$ cat config.mk
export PLATFORM = sky130hd
export DESIGN_NAME = seg7_scan_decoder
export DESIGN_NICKNAME = d
export VERILOG_FILES = /design/src/rtl/seg7_pkg.sv /design/src/rtl/seg7_pattern_decode.sv /design/src/rtl/seg7_scan_decoder.sv
export SDC_FILE = /design/constraint.sdc
export NUM_CORES = 1
export LEC_CHECK = 0
export ABC_AREA = 0
export CAP_MARGIN = 20
export CORE_UTILIZATION = 49
export DETAILED_ROUTE_END_ITERATION = 10
export PLACE_DENSITY = 0.79
export SYNTH_ARGS = -nofsm -noshare
export SYNTH_HDL_FRONTEND = slang
export SYNTH_SLANG_ARGS = --single-unit
$ cat constraint.sdc
create_clock -name clk -period 3.5 [get_ports clk]
set_input_delay 0.525 -clock clk [delete_from_list [all_inputs] [get_ports clk]]
set_output_delay 0.525 -clock clk [all_outputs]
set_load 0.02 [all_outputs]
$ cat src/rtl/seg7_pkg.sv
// Shared definitions for the seven-segment scan bus: active-low segment
// patterns, digit slot indices, the receiver FSM states and the an decoder.
package seg7_pkg;

  // Active-low segment patterns, bit6=a ... bit0=g
  localparam logic [6:0] SEG_0 = 7'b0000001;
  localparam logic [6:0] SEG_1 = 7'b1001111;
  localparam logic [6:0] SEG_2 = 7'b0010010;
  localparam logic [6:0] SEG_3 = 7'b0000110;
  localparam logic [6:0] SEG_4 = 7'b1001100;
  localparam logic [6:0] SEG_5 = 7'b0100100;
  localparam logic [6:0] SEG_6 = 7'b0100000;
  localparam logic [6:0] SEG_7 = 7'b0001111;
  localparam logic [6:0] SEG_8 = 7'b0000000;
  localparam logic [6:0] SEG_9 = 7'b0000100;

  // Digit slot index = position of the low bit in an
  localparam logic [1:0] IDX_SEC_ONES = 2'd0;
  localparam logic [1:0] IDX_SEC_TENS = 2'd1;
  localparam logic [1:0] IDX_MIN_ONES = 2'd2;
  localparam logic [1:0] IDX_MIN_TENS = 2'd3;

  // The only slot whose decimal point is lit (the mm:ss separator)
  localparam logic [1:0] DP_SLOT = IDX_MIN_ONES;

  typedef enum logic [1:0] {IDLE, SETTLE, HOLD} state_t;

  typedef struct packed {
    logic       valid;
    logic [1:0] idx;
  } slot_sel_t;

  // An select is valid only with exactly one digit enabled (one low bit)
  function automatic slot_sel_t decode_select(input logic [3:0] an);
    slot_sel_t sel;
    sel.valid = 1'b1;
    sel.idx   = IDX_SEC_ONES;
    case (an)
      4'b1110: sel.idx = IDX_SEC_ONES;
      4'b1101: sel.idx = IDX_SEC_TENS;
      4'b1011: sel.idx = IDX_MIN_ONES;
      4'b0111: sel.idx = IDX_MIN_TENS;
      default: sel.valid = 1'b0;
    endcase
    return sel;
  endfunction

endpackage

$ cat src/rtl/seg7_pattern_decode.sv
// Combinational decode of an active-low a_to_g pattern back to a BCD digit.
// Anything that is not one of the ten digit glyphs is flagged illegal.
module seg7_pattern_decode
  import seg7_pkg::*;
(
  input  logic [6:0] a_to_g,
  output logic       legal,
  output logic [3:0] digit
);

  // Pattern lookup; unknown glyphs report legal=0 with digit 0
  always_comb begin
    // NOTE: every output gets a default before the case so no path leaves
    // it unassigned; otherwise synthesis would infer a latch.
    legal = 1'b1;
    digit = 4'd0;
    case (a_to_g)
      SEG_0:   digit = 4'd0;
      SEG_1:   digit = 4'd1;
      SEG_2:   digit = 4'd2;
      SEG_3:   digit = 4'd3;
      SEG_4:   digit = 4'd4;
      SEG_5:   digit = 4'd5;
      SEG_6:   digit = 4'd6;
      SEG_7:   digit = 4'd7;
      SEG_8:   digit = 4'd8;
      SEG_9:   digit = 4'd9;
      default: legal = 1'b0;
    endcase
  end

endmodule

$ cat src/rtl/seg7_scan_decoder.sv
// Receiver for the multiplexed 4-digit seven-segment scan bus. Synchronises
// the bus, waits for each scan slot to settle, decodes it, and publishes a
// complete mm:ss frame once all four slots have been captured.
// Optional: define SEG7_RANGE_CHK_EN to reject frames whose tens digits
// exceed 5 (seg_err instead of frame_valid, outputs left unchanged).
module seg7_scan_decoder
  import seg7_pkg::*;
#(
  parameter int STABLE_CNT = 1024,
  parameter int TIMEOUT    = 2000000,
  parameter int CNT_W      = 21
) (
  input  logic       clk,
  input  logic       rst,
  input  logic [3:0] an,
  input  logic [6:0] a_to_g,
  input  logic       dp,
  output logic [3:0] sec_ones,
  output logic [3:0] sec_tens,
  output logic [3:0] min_ones,
  output logic [3:0] min_tens,
  output logic       frame_valid,
  output logic       seg_err,
  output logic       stale
);

  // Bus layout: {an[3:0], a_to_g[6:0], dp}
  logic [11:0] bus_s1, bus_s2, bus_prev;
  logic [3:0]  an_s;
  logic [6:0]  seg_s;
  logic        dp_s;
  logic        changed, an_changed;
  slot_sel_t   sel;

  logic [CNT_W-1:0] stab_cnt, wd_cnt;
  state_t           state, state_next;
  logic             eval, settled, legal, dp_ok, capture, bad_slot;
  logic             timeout_hit, frame_done, range_ok;
  logic [3:0]       digit;
  logic [3:0]       mask;
  logic [3:0]       shadow [4];

  // Two-flop synchroniser plus one history stage for change detection
  always_ff @(posedge clk or posedge rst) begin
    // NOTE: clocked state uses non-blocking assignments so every register
    // samples the pre-edge values; blocking here would collapse the chain.
    if (rst) begin
      bus_s1   <= '1;
      bus_s2   <= '1;
      bus_prev <= '1;
    end else begin
      bus_s1   <= {an, a_to_g, dp};
      bus_s2   <= bus_s1;
      bus_prev <= bus_s2;
    end
  end

  assign {an_s, seg_s, dp_s} = bus_s2;
  assign changed    = (bus_s2 != bus_prev);
  assign an_changed = (bus_s2[11:8] != bus_prev[11:8]);
  assign sel        = decode_select(an_s);

  // Stability counter: cycles the synced bus has held still, saturating
  always_ff @(posedge clk or posedge rst) begin
    if (rst)
      stab_cnt <= '0;
    else if (changed)
      stab_cnt <= '0;
    else if (stab_cnt != CNT_W'(STABLE_CNT - 1))
      stab_cnt <= stab_cnt + 1'b1;
  end

  // The slot is evaluated on the edge where the counter reaches its limit
  assign settled = !changed && (stab_cnt == CNT_W'(STABLE_CNT - 2));

  seg7_pattern_decode u_pattern_decode (
    .a_to_g (seg_s),
    .legal  (legal),
    .digit  (digit)
  );

  // Decimal point must be lit (low) on the separator slot only
  assign dp_ok    = (dp_s == (sel.idx != DP_SLOT));
  assign capture  = eval && legal && dp_ok;
  assign bad_slot = eval && !(legal && dp_ok);

  // FSM state register
  always_ff @(posedge clk or posedge rst) begin
    if (rst) state <= IDLE;
    else     state <= state_next;
  end

  // FSM next state: one evaluation per scan dwell
  always_comb begin
    state_next = state;
    eval       = 1'b0;
    case (state)
      IDLE:   if (sel.valid) state_next = SETTLE;
      SETTLE: begin
        if (!sel.valid) begin
          state_next = IDLE;
        end else if (settled) begin
          eval       = 1'b1;
          state_next = HOLD;
        end
      end
      HOLD:   if (an_changed) state_next = sel.valid ? SETTLE : IDLE;
      default: state_next = IDLE;
    endcase
  end

  // Watchdog: cycles since the last good capture, saturating at TIMEOUT
  always_ff @(posedge clk or posedge rst) begin
    if (rst)
      wd_cnt <= '0;
    else if (capture)
      wd_cnt <= '0;
    else if (wd_cnt != CNT_W'(TIMEOUT))
      wd_cnt <= wd_cnt + 1'b1;
  end

  assign timeout_hit = !capture && (wd_cnt == CNT_W'(TIMEOUT - 1));
  assign frame_done  = (mask == 4'hF);

`ifdef SEG7_RANGE_CHK_EN
  assign range_ok = (shadow[IDX_SEC_TENS] <= 4'd5) && (shadow[IDX_MIN_TENS] <= 4'd5);
`else
  assign range_ok = 1'b1;
`endif

  // Shadow digits and the captured-slot mask
  always_ff @(posedge clk or posedge rst) begin
    // NOTE: the four-entry shadow array is plain flops, so it is reset with
    // the rest of the state; a RAM-backed array would not be.
    if (rst) begin
      mask <= '0;
      for (int i = 0; i < 4; i++) shadow[i] <= '0;
    end else begin
      if (capture) shadow[sel.idx] <= digit;
      if (frame_done)
        mask <= '0;
      else if (capture)
        mask <= mask | (4'b0001 << sel.idx);
      else if (bad_slot || timeout_hit)
        mask <= '0;
    end
  end

  // Output registers: frame publish, error pulse and stale level
  always_ff @(posedge clk or posedge rst) begin
    if (rst) begin
      sec_ones    <= '0;
      sec_tens    <= '0;
      min_ones    <= '0;
      min_tens    <= '0;
      frame_valid <= 1'b0;
      seg_err     <= 1'b0;
      stale       <= 1'b1;
    end else begin
      frame_valid <= 1'b0;
      seg_err     <= bad_slot;
      if (frame_done) begin
        if (range_ok) begin
          sec_ones    <= shadow[IDX_SEC_ONES];
          sec_tens    <= shadow[IDX_SEC_TENS];
          min_ones    <= shadow[IDX_MIN_ONES];
          min_tens    <= shadow[IDX_MIN_TENS];
          frame_valid <= 1'b1;
          stale       <= 1'b0;
        end else begin
          seg_err     <= 1'b1;
        end
      end else if (timeout_hit) begin
        stale <= 1'b1;
      end
    end
  end

endmodule
* Word level (Yosys, flattened, before mapping) *
Index checks and enable logic that the tools add are counted.

storage, ports and cells
  logic and storage cells = 98
  input bits = 14
  register bits = 119

operators by class
  mux-type cells = 26
  bitwise operators = 2
  eq/ne operators = 27
  shift operators = 1
  $add $sub $neg = 2
  $lt $le $gt $ge = 2
  reductions and logical operators = 20

operator list
  operator                 count
  $mux W21                 4
  $add A21 B1 Y21 const B  2
  $pmux W4 S9              1
  $eq A21 B10 Y1 const B   1
  $eq A21 B21 Y1 const B   1
  $ne A21 B10 Y1 const B   1
  $ne A21 B21 Y1 const B   1
  $bwmux W16               1
  $eq A4 B4 Y1 const B     4
  $mux W4                  4
  $eq A7 B3 Y1 const B     2
  $eq A7 B6 Y1 const B     2
  $eq A7 B7 Y1 const B     2
  $ne A12 B12 Y1           1
  $pmux W2 S3              2
  $reduce_or A10 Y1        1
  $mux W1                  9
  $demux W4 S2             1
  $mux W2                  4
  $eq A7 B1 Y1 const B     1
  $eq A7 B4 Y1 const B     1
  $eq A7 B5 Y1 const B     1
  $logic_and A1 B1 Y1      7
  $logic_not A7 Y1         1
  19 further kinds         25

* Longest topological paths before layout *
Gate-level depths: netlist of run 1.

  depth in word-level cells = 14
  gate-level depth with buffers = 10
  depth with buffers taken out = 8

* Modules after synthesis *
A second synthesis of run 1 with hierarchy kept.

second synthesis, totals
  cells, all modules = 470
  area total of the unflattened synthesis = 5165.0 um^2

by module, submodules not included
  module               cells an instance  times used  area each (um^2)
  seg7_scan_decoder    443                1           4964.8
  seg7_pattern_decode  27                 1           200.2

* Worst setup path before layout of run 1 *
OpenSTA, ideal clock, no wires.

  path type = register to register
  start = reg bus_s2[5]
  end = reg shadow[4] (netlist bit)
  path slack = 1.203 ns
  required time = 3.375 ns
  library setup time = 0.125 ns
  arrival time = 2.172 ns
  stages on the path, launching flop included = 10
  buffers on the path = 3
  cell sequence = dfstp_2 > clkbuf_1 > xor2_1 > nor4_1 > and3_1 > and2_1 > buf_4 > and3_1 > buf_2 > mux2_2

on the way
  longest elaborated chain between the ends = 8

ends and longest elaborated chain
  what                               RTL line                  source
  start: declaration                 seg7_scan_decoder.sv:28   logic [11:0] bus_s1, bus_s2, bus_prev;
  start signal: assignment           seg7_scan_decoder.sv:53   bus_s2 <= bus_s1;
  $ne A12 B12 Y1                     seg7_scan_decoder.sv:59   assign changed = (bus_s2 != bus_prev);
  $logic_not A1 Y1                   seg7_scan_decoder.sv:74   assign settled = !changed && (stab_cnt == CNT_W'(STABLE_CNT - 2));
  $logic_and A1 B1 Y1                seg7_scan_decoder.sv:74
  $mux W1                            seg7_scan_decoder.sv:102  end else if (settled) begin
  $mux W1                            seg7_scan_decoder.sv:100  if (!sel.valid) begin
  $mux W1                            seg7_scan_decoder.sv:97   case (state)
  $logic_and A1 B1 Y1 (2 in series)  seg7_scan_decoder.sv:84   assign capture = eval && legal && dp_ok;
  end signal: indexed assignment     seg7_scan_decoder.sv:139  if (capture) shadow[sel.idx] <= digit;
  end: declaration                   seg7_scan_decoder.sv:41   logic [3:0] shadow [4];

Several ways; a longest one is shown, not always the timed one.
A chain may end at the register's enable or synchronous reset.

* Final worst setup path of run 1 *
  start = reg bus_s2[7]
  end = reg wd_cnt[17]

on the way
  longest elaborated chain between the ends = 9

ends and longest elaborated chain
  what                                            RTL line                  source
  $ne A12 B12 Y1                                  seg7_scan_decoder.sv:59
  $logic_not A1 Y1                                seg7_scan_decoder.sv:74
  $logic_and A1 B1 Y1                             seg7_scan_decoder.sv:74
  $mux W1                                         seg7_scan_decoder.sv:102
  $mux W1                                         seg7_scan_decoder.sv:100
  $mux W1                                         seg7_scan_decoder.sv:97
  $logic_and A1 B1 Y1 * (2 in series)             seg7_scan_decoder.sv:84
  $mux W21 or $reduce_bool A2 Y1 (tied branches)  n/a
  end signal: assignment                          seg7_scan_decoder.sv:119  wd_cnt <= wd_cnt + 1'b1;
  end: declaration                                seg7_scan_decoder.sv:35   logic [CNT_W-1:0] stab_cnt, wd_cnt;

Mark *: on every way between the ends. The rest lies on a longest branch, timed or not.

==> results of run 1 <==
==> path summary, 6_finish.rpt <==
check / end / slack, ps
max: wd_cnt[17] / 670
min: bus_s2[11] / 350
max reg2reg: wd_cnt[17] / 670
min reg2reg: bus_s2[11] / 350
max in group asynchronous: stale / 2260
min in group asynchronous: state[1] / 520
==> state kept, by name, summed over array words and instances (netlist names), 2 cells and up <==
name      count
bus_prev     12
state         2
sec_ones      4
shadow       16
sec_tens      4
bus_s1       12
mask          4
min_tens      4
wd_cnt       21
stab_cnt     21
min_ones      4
bus_s2       12
==> cells in the final DEF, fill, tap and decap left out, drive strengths merged, types with 2 or more instances in the layout <==
cell / synthesis / final
a211oi: 2 / 2
a21oi: 6 / 6
and2: 3 / 3
and3: 11 / 11
and4: 4 / 4
buf: 10 / 6
clkbuf: 7 / 23
clkdlybuf4s50: 0 / 32
clkinv: 1 / 5
clkinvlp: 0 / 2
dfrtp: 82 / 82
dfstp: 37 / 37
ha: 4 / 4
inv: 10 / 13
mux2: 16 / 16
nand2: 67 / 67
nand2b: 6 / 6
nand3: 21 / 21
nand3b: 2 / 2
nand4: 14 / 14
nand4b: 5 / 5
nor2: 62 / 62
nor3: 8 / 8
nor3b: 2 / 2
nor4: 10 / 10
nor4b: 2 / 2
o211a: 2 / 2
o21ai: 3 / 3
o31ai: 6 / 6
or2: 2 / 2
or3b: 2 / 2
xnor2: 17 / 17
xor2: 37 / 37
==> power by group <==
group	switching (uW)	total (uW)	leakage, uW	internal, uW
clock	603	1570	0.000275	970
sequential	22.1	1440	0.00152	1420
combinational	47.7	83.9	0.000996	36.2
total	673	3100	0.00279	2420
==> synthesized netlist by cell type, types with 2 or more instances <==
cell and instances:
dfrtp_1 82, nand2_1 67, nor2_1 62, dfstp_2 37
xor2_1 37, nand3_1 21, xnor2_1 17, mux2_2 16
nand4_1 12, and3_1 11, inv_1 10, buf_2 8
nor3_1 8, clkbuf_1 7, nor4_1 7, a21oi_1 6
nand2b_1 6, o31ai_1 6, and4_1 4, ha_1 4
and2_1 3, nand4b_1 3, nor4_2 3, a211oi_1 2
nand3b_1 2, nand4_2 2, nand4b_2 2, nor3b_1 2
o211a_1 2, o21ai_0 2, or2_2 2
==> logic make-up after synthesis <==
logic type	synth area share [%]
multiplexers	3.683
AO/OA/AOI/OAI	3.247
buffers and inverters	2.302
flip-flops	58.57
AND/OR/NAND/NOR	22.07
XOR/XNOR	9.159
adder cells (fa/ha/maj)	0.9693
==> stage by stage <==
step           hold slack [ps]  utilization [%]  instances  area [um^2]  setup WS (ps)
2_1_floorplan            345.2                -        470         5167           1203
3_5_place_dp             346.8            54.98        627         5650          652.8
4_1_cts                  355.7            60.34        659         6201          654.1
3_3_place_gp             345.5            54.98        627         5650          755.1
5_1_grt                  357.8            60.34        659         6201          379.9
6_report                 354.2            60.34        659         6201          674.9
==> final cells by class <==
cell class	instances	area, um^2	area share (%)
Clock buffer	23	488.0	7.869
Clock inverter	9	62.56	1.009
Inverter	11	45.04	0.7264
Multi-Input combinational cell	323	2021	32.59
Sequential cell	119	3024	48.77
Tap cell	136	170.2	2.744
Timing Repair Buffer	38	390.4	6.295
==> layer usage <==
| layer | global-route usage [%] | share of wire, % | up-vias |
|---|---|---|---|
| met2 | 29.33 | 49 | 61 |
| li1 | - | - | 1672 |
| met3 | 4.679 | 3.2 | 10 |
| met5 | 0 | 0 | - |
| met4 | 7.243 | 1.5 | 0 |
| met1 | 24.32 | 46 | 1708 |
==> results.toml, run 1 <==
[logic_synthesis]
avgSynthCellArea_um2 = 10.99
netlist.top_cell.by_area = "dfrtp_1"
synth-async-reset-ratio_pct = 100.0
synth_fp_nets = 488
synth.top_cell.area_share_pct = 39.74
synthCells = 470
yosysWarnings = 0
synth_edf_count = 0
ys.flop_type = "dfrtp_1"
synth_seq_cells = 119
synth_area_mm2 = 0.005164
ys_types = 48
synth_area_leaders = "dfrtp_1 (40%), dfstp_2 (19%), xor2_1 (6.3%)"
yosysSeqAreaShare_pct = 58.57

[placement]
port_buffers = 32
dpl.hpwl_mm = 6.150
gp_congestion = 0.7954

[worst_setup_path]
crit_chain = "xor2_1, nor4_1, nand3_1, buf_4, nor4_2, and4_1, nor2_1"
cp_slowest_cell = "and4_1"
rr_worst_depth = 7
cp_num_buf_inv = 1
arrival_ps = 3190
path_max_fanout = 21
cp_slowest_stage_delay_ps = 740
crit_start = "bus_s2[7]"
crit_required_ps = 3860
crit_type = "flip-flop to flip-flop"
cp.depth = 7
end_kind = "flip-flop"
r2r_start = "bus_s2[7]"
startpoint_type = "flip-flop"
path_delay_family = "simple AND/OR/NAND/NOR gates"

[sta]
min_period_ps = 2825
worst_pin_slew_ps = 1105
setup_viol = 0
drv_slew = 0
rsz0062_at_grt = "no"
finClkSkew_ps = 6.641
final_hold_viol_count = 0
max_freq_mhz = 354.0
fin_tns_setup_ps = 0
fin_crit_sh_pct = 80.72
relSlewSlack_pct = 25.34

[floorplanning]
start_util_pct = 50.24
dieArea_mm2 = 0.01095
rows = 37
coreArea_mm2 = 0.01028
num_io_pins = 33
chipHeight_um = 104.7
die_w_um = 104.7

[global_route]
grt_pass1_wl_mm = 15.93
grt_pass1_vias = 3429
antenna_found_initial = 0
grt-ovfl-total = 0
grt_max_degree = 44
track_usage_pct = 18.45

[cells_and_area]
fin_nets = 528
area_growth_pct = 20.09
antenna_cells = 0
fillers = 830
drive_gt1_share_pct = 19.50

[power]
vdd_drop_max_v = 0.0002615
p_leak_uw = 0.002790
totalPowerFinal_uw = 3096
pwr_density_cell_mw_per_mm2 = 499.3

[cts]
hold_buffers = 0
insertion_delay_ps = 510
cts_tree = "yes"
cts_htree_levels = 4
clkTransAtPathRegs_ps = 60
cts_num_sinks = 119
cts_root_buf = "clkbuf_8"
cts_made_buffers = 17
clockBufferDepth = 2
cts_resized = 0
post_cts_buffers = 0

[drt]
drt-wirelength-per-cell_um = 13.82
drc = 0
wl_mm = 9.105
via_per_inst = 5.237
drtIter0Drc = 213
vias = 3451
ant_nets = 0
first_pass_iters = 6

[hold_path]
hold_path_depth = 0
hold_start = "bus_s1[11]"
hold_class = "flip-flop to flip-flop"

[run_status]
status = "complete, no violations"

[job]
max_cap_violations = 0
No activity file was read; power rests on OpenSTA's default activity.
==> inputs of run 2 (changes only) <==
PLACE_DENSITY = 0.76   (was 0.79)
clock period = 2.9 ns   (was 3.5 ns; I/O delays follow)
==> run 2 against run 1 <==
Combinational power up 18%. Design area up 0.87%. Worst setup slack worse by 350 ps. Critical path depth down 1. Critical endpoint is now shadow[5].
==> results.toml, run 2 (synthesized netlist as in run 1, its figures left out) <==
[power]
switching_share_pct = 19.78
combPwrFrac_pct = 2.5
vdd_drop_max_v = 0.0004384
intPower_uw = 3159
p_seq_share_pct = 44.1
p_leak_uw = 0.002818
switchingPower_uw = 778.9
clock_power_share_pct = 53.4
pwr_density_cell_mw_per_mm2 = 629.6
totalPowerFinal_uw = 3938

[sta]
finClkSkew_ps = 9.484
relSlewSlack_pct = 36.53
min_period_ps = 2578
drv_slew = 0
setup_viol = 0
final_hold_viol_count = 0
timing.final.ws_setup_ps = 321.7
worst_pin_slew_ps = 939.7
rsz0062_at_grt = "no"
fin_crit_sh_pct = 88.91
max_freq_mhz = 387.8
fin_tns_setup_ps = 0

[global_route]
grt-ovfl-total = 0
grt_pass1_vias = 3468
antenna_found_initial = 0
grt_pass1_wl_mm = 16.33
grt_max_degree = 56
track_usage_pct = 18.84

[worst_setup_path]
r2r_start = "bus_s2[8]"
crit_required_ps = 3290
path_max_fanout = 10
rrSetupSlack_ps = 320
r2r-end = "shadow[5]"
arrival_ps = 2970
startpoint_type = "flip-flop"
rr_worst_depth = 6
end_kind = "flip-flop"
crit_type = "flip-flop to flip-flop"

[floorplanning]
rows = 37
coreArea_mm2 = 0.01028
dieArea_mm2 = 0.01095
num_io_pins = 33
start_util_pct = 50.24
die_w_um = 104.7
chipHeight_um = 104.7

[cells_and_area]
reg.largest.list = "stab_cnt (21), wd_cnt (21), shadow (16)"
fin_nets = 531
final_cell_mix = "dfrtp_1 (82), nand2_1 (67), nor2_1 (62)"
drive_gt1_share_pct = 19.39
finalInstanceArea_mm2 = 0.006255
fillers = 835
seq_area_mm2 = 0.003024
final_common_cell = "dfrtp_1"
utilization_pct = 60.86
multi_input_area_mm2 = 0.002021
area_growth_pct = 21.13
antenna_cells = 0

[drt]
top_layer = "met4"
drc = 0
wl_met1_mm = 4.484
wl_mm = 9.342
first_pass_iters = 4
drtIter0Drc = 151
drt-wirelength-per-cell_um = 14.11
met2_length_mm = 4.397
ant_nets = 0
via_per_inst = 5.295
vias = 3505
wl_met3_um = 347

[cts]
hold_buffers = 0
cts_tree = "yes"
insertion_delay_ps = 510
cts_made_buffers = 17
cts_root_buf = "clkbuf_8"
clockBufferDepth = 2
cts_num_sinks = 119
clkTransAtPathRegs_ps = 60
cts_resized = 0
cts_htree_levels = 4
post_cts_buffers = 0

[placement]
dpl.hpwl_mm = 6.259
post_dp_cell_area_mm2 = 0.005660
port_buffers = 32
gp_congestion = 0.8606
place_ws_ps = 352.7

[job]
max_cap_violations = 0

[run_status]
status = "complete, no violations"

[hold_path]
hold_class = "input port to asynchronous set/reset pin"
run 2: cell count changes in the layout (fill, tap and decap cells not counted), moves of 2 or more:
cell / previous run / this run
bufinv_16: 0 / 4
buf_4: 4 / 8
clkbuf_1: 2 / 4
clkinv_2: 2 / 4
clkinv_4: 2 / 0
clkbuf_8: 4 / 2
inv_4: 3 / 0
run 2: per-layer routing:
layer	GRT usage, %	up-vias
met1	25.10	1744
met5	0	-
met2	28.81	69
li1	-	1682
met3	5.427	10
met4	8.149	0
run 2: worst max path at each step:
| stage | end | depth (start not counted) | startpoint |
|---|---|---|---|
| finish | shadow[5] | 6 | bus_s2[8] |
| global route | shadow[6] | 6 | bus_s2[8] |
| CTS | shadow[5] | 6 | bus_s2[8] |
| detailed placement | shadow[6] | 6 | bus_s2[8] |
| global placement | shadow[6] | 6 | bus_s2[7] |
| floorplan | shadow[4] | 9 | bus_s2[5] |
run 2: power groups by stage:
stage / logic, uW / clock network, uW / registers, uW
global route: 112 / 2220 / 1740
CTS: 102 / 2130 / 1740
detailed placement: 102 / 0 / 1760
floorplan: 73.5 / 0 / 1750
global placement: 99.4 / 0 / 1760
finish: 99.1 / 2100 / 1740
run 2: per-stage QoR:
step | cells | hold slack [ps]
final | 662 | 306.1
after global routing | 662 | 302.4
after CTS | 662 | 303.3
after detailed placement | 630 | 346.8
after global placement | 630 | 345.2
after floorplan | 470 | 345.2
run 2: cell type report:
cell class / instances / area share [%]
Clock inverter: 10 / 2.420
Sequential cell: 119 / 48.35
Clock buffer: 22 / 7.081
Multi-Input combinational cell: 323 / 32.31
Tap cell: 136 / 2.721
Timing Repair Buffer: 41 / 6.401
Inverter: 11 / 0.7201
run 2: critical path: stages, from the launching register on:
cell	delay, ps
dfstp_2	600
nand4b_1	250
o211a_1	250
nor4b_2	260
and2_1	410
and3_1	320
mux2_2	360
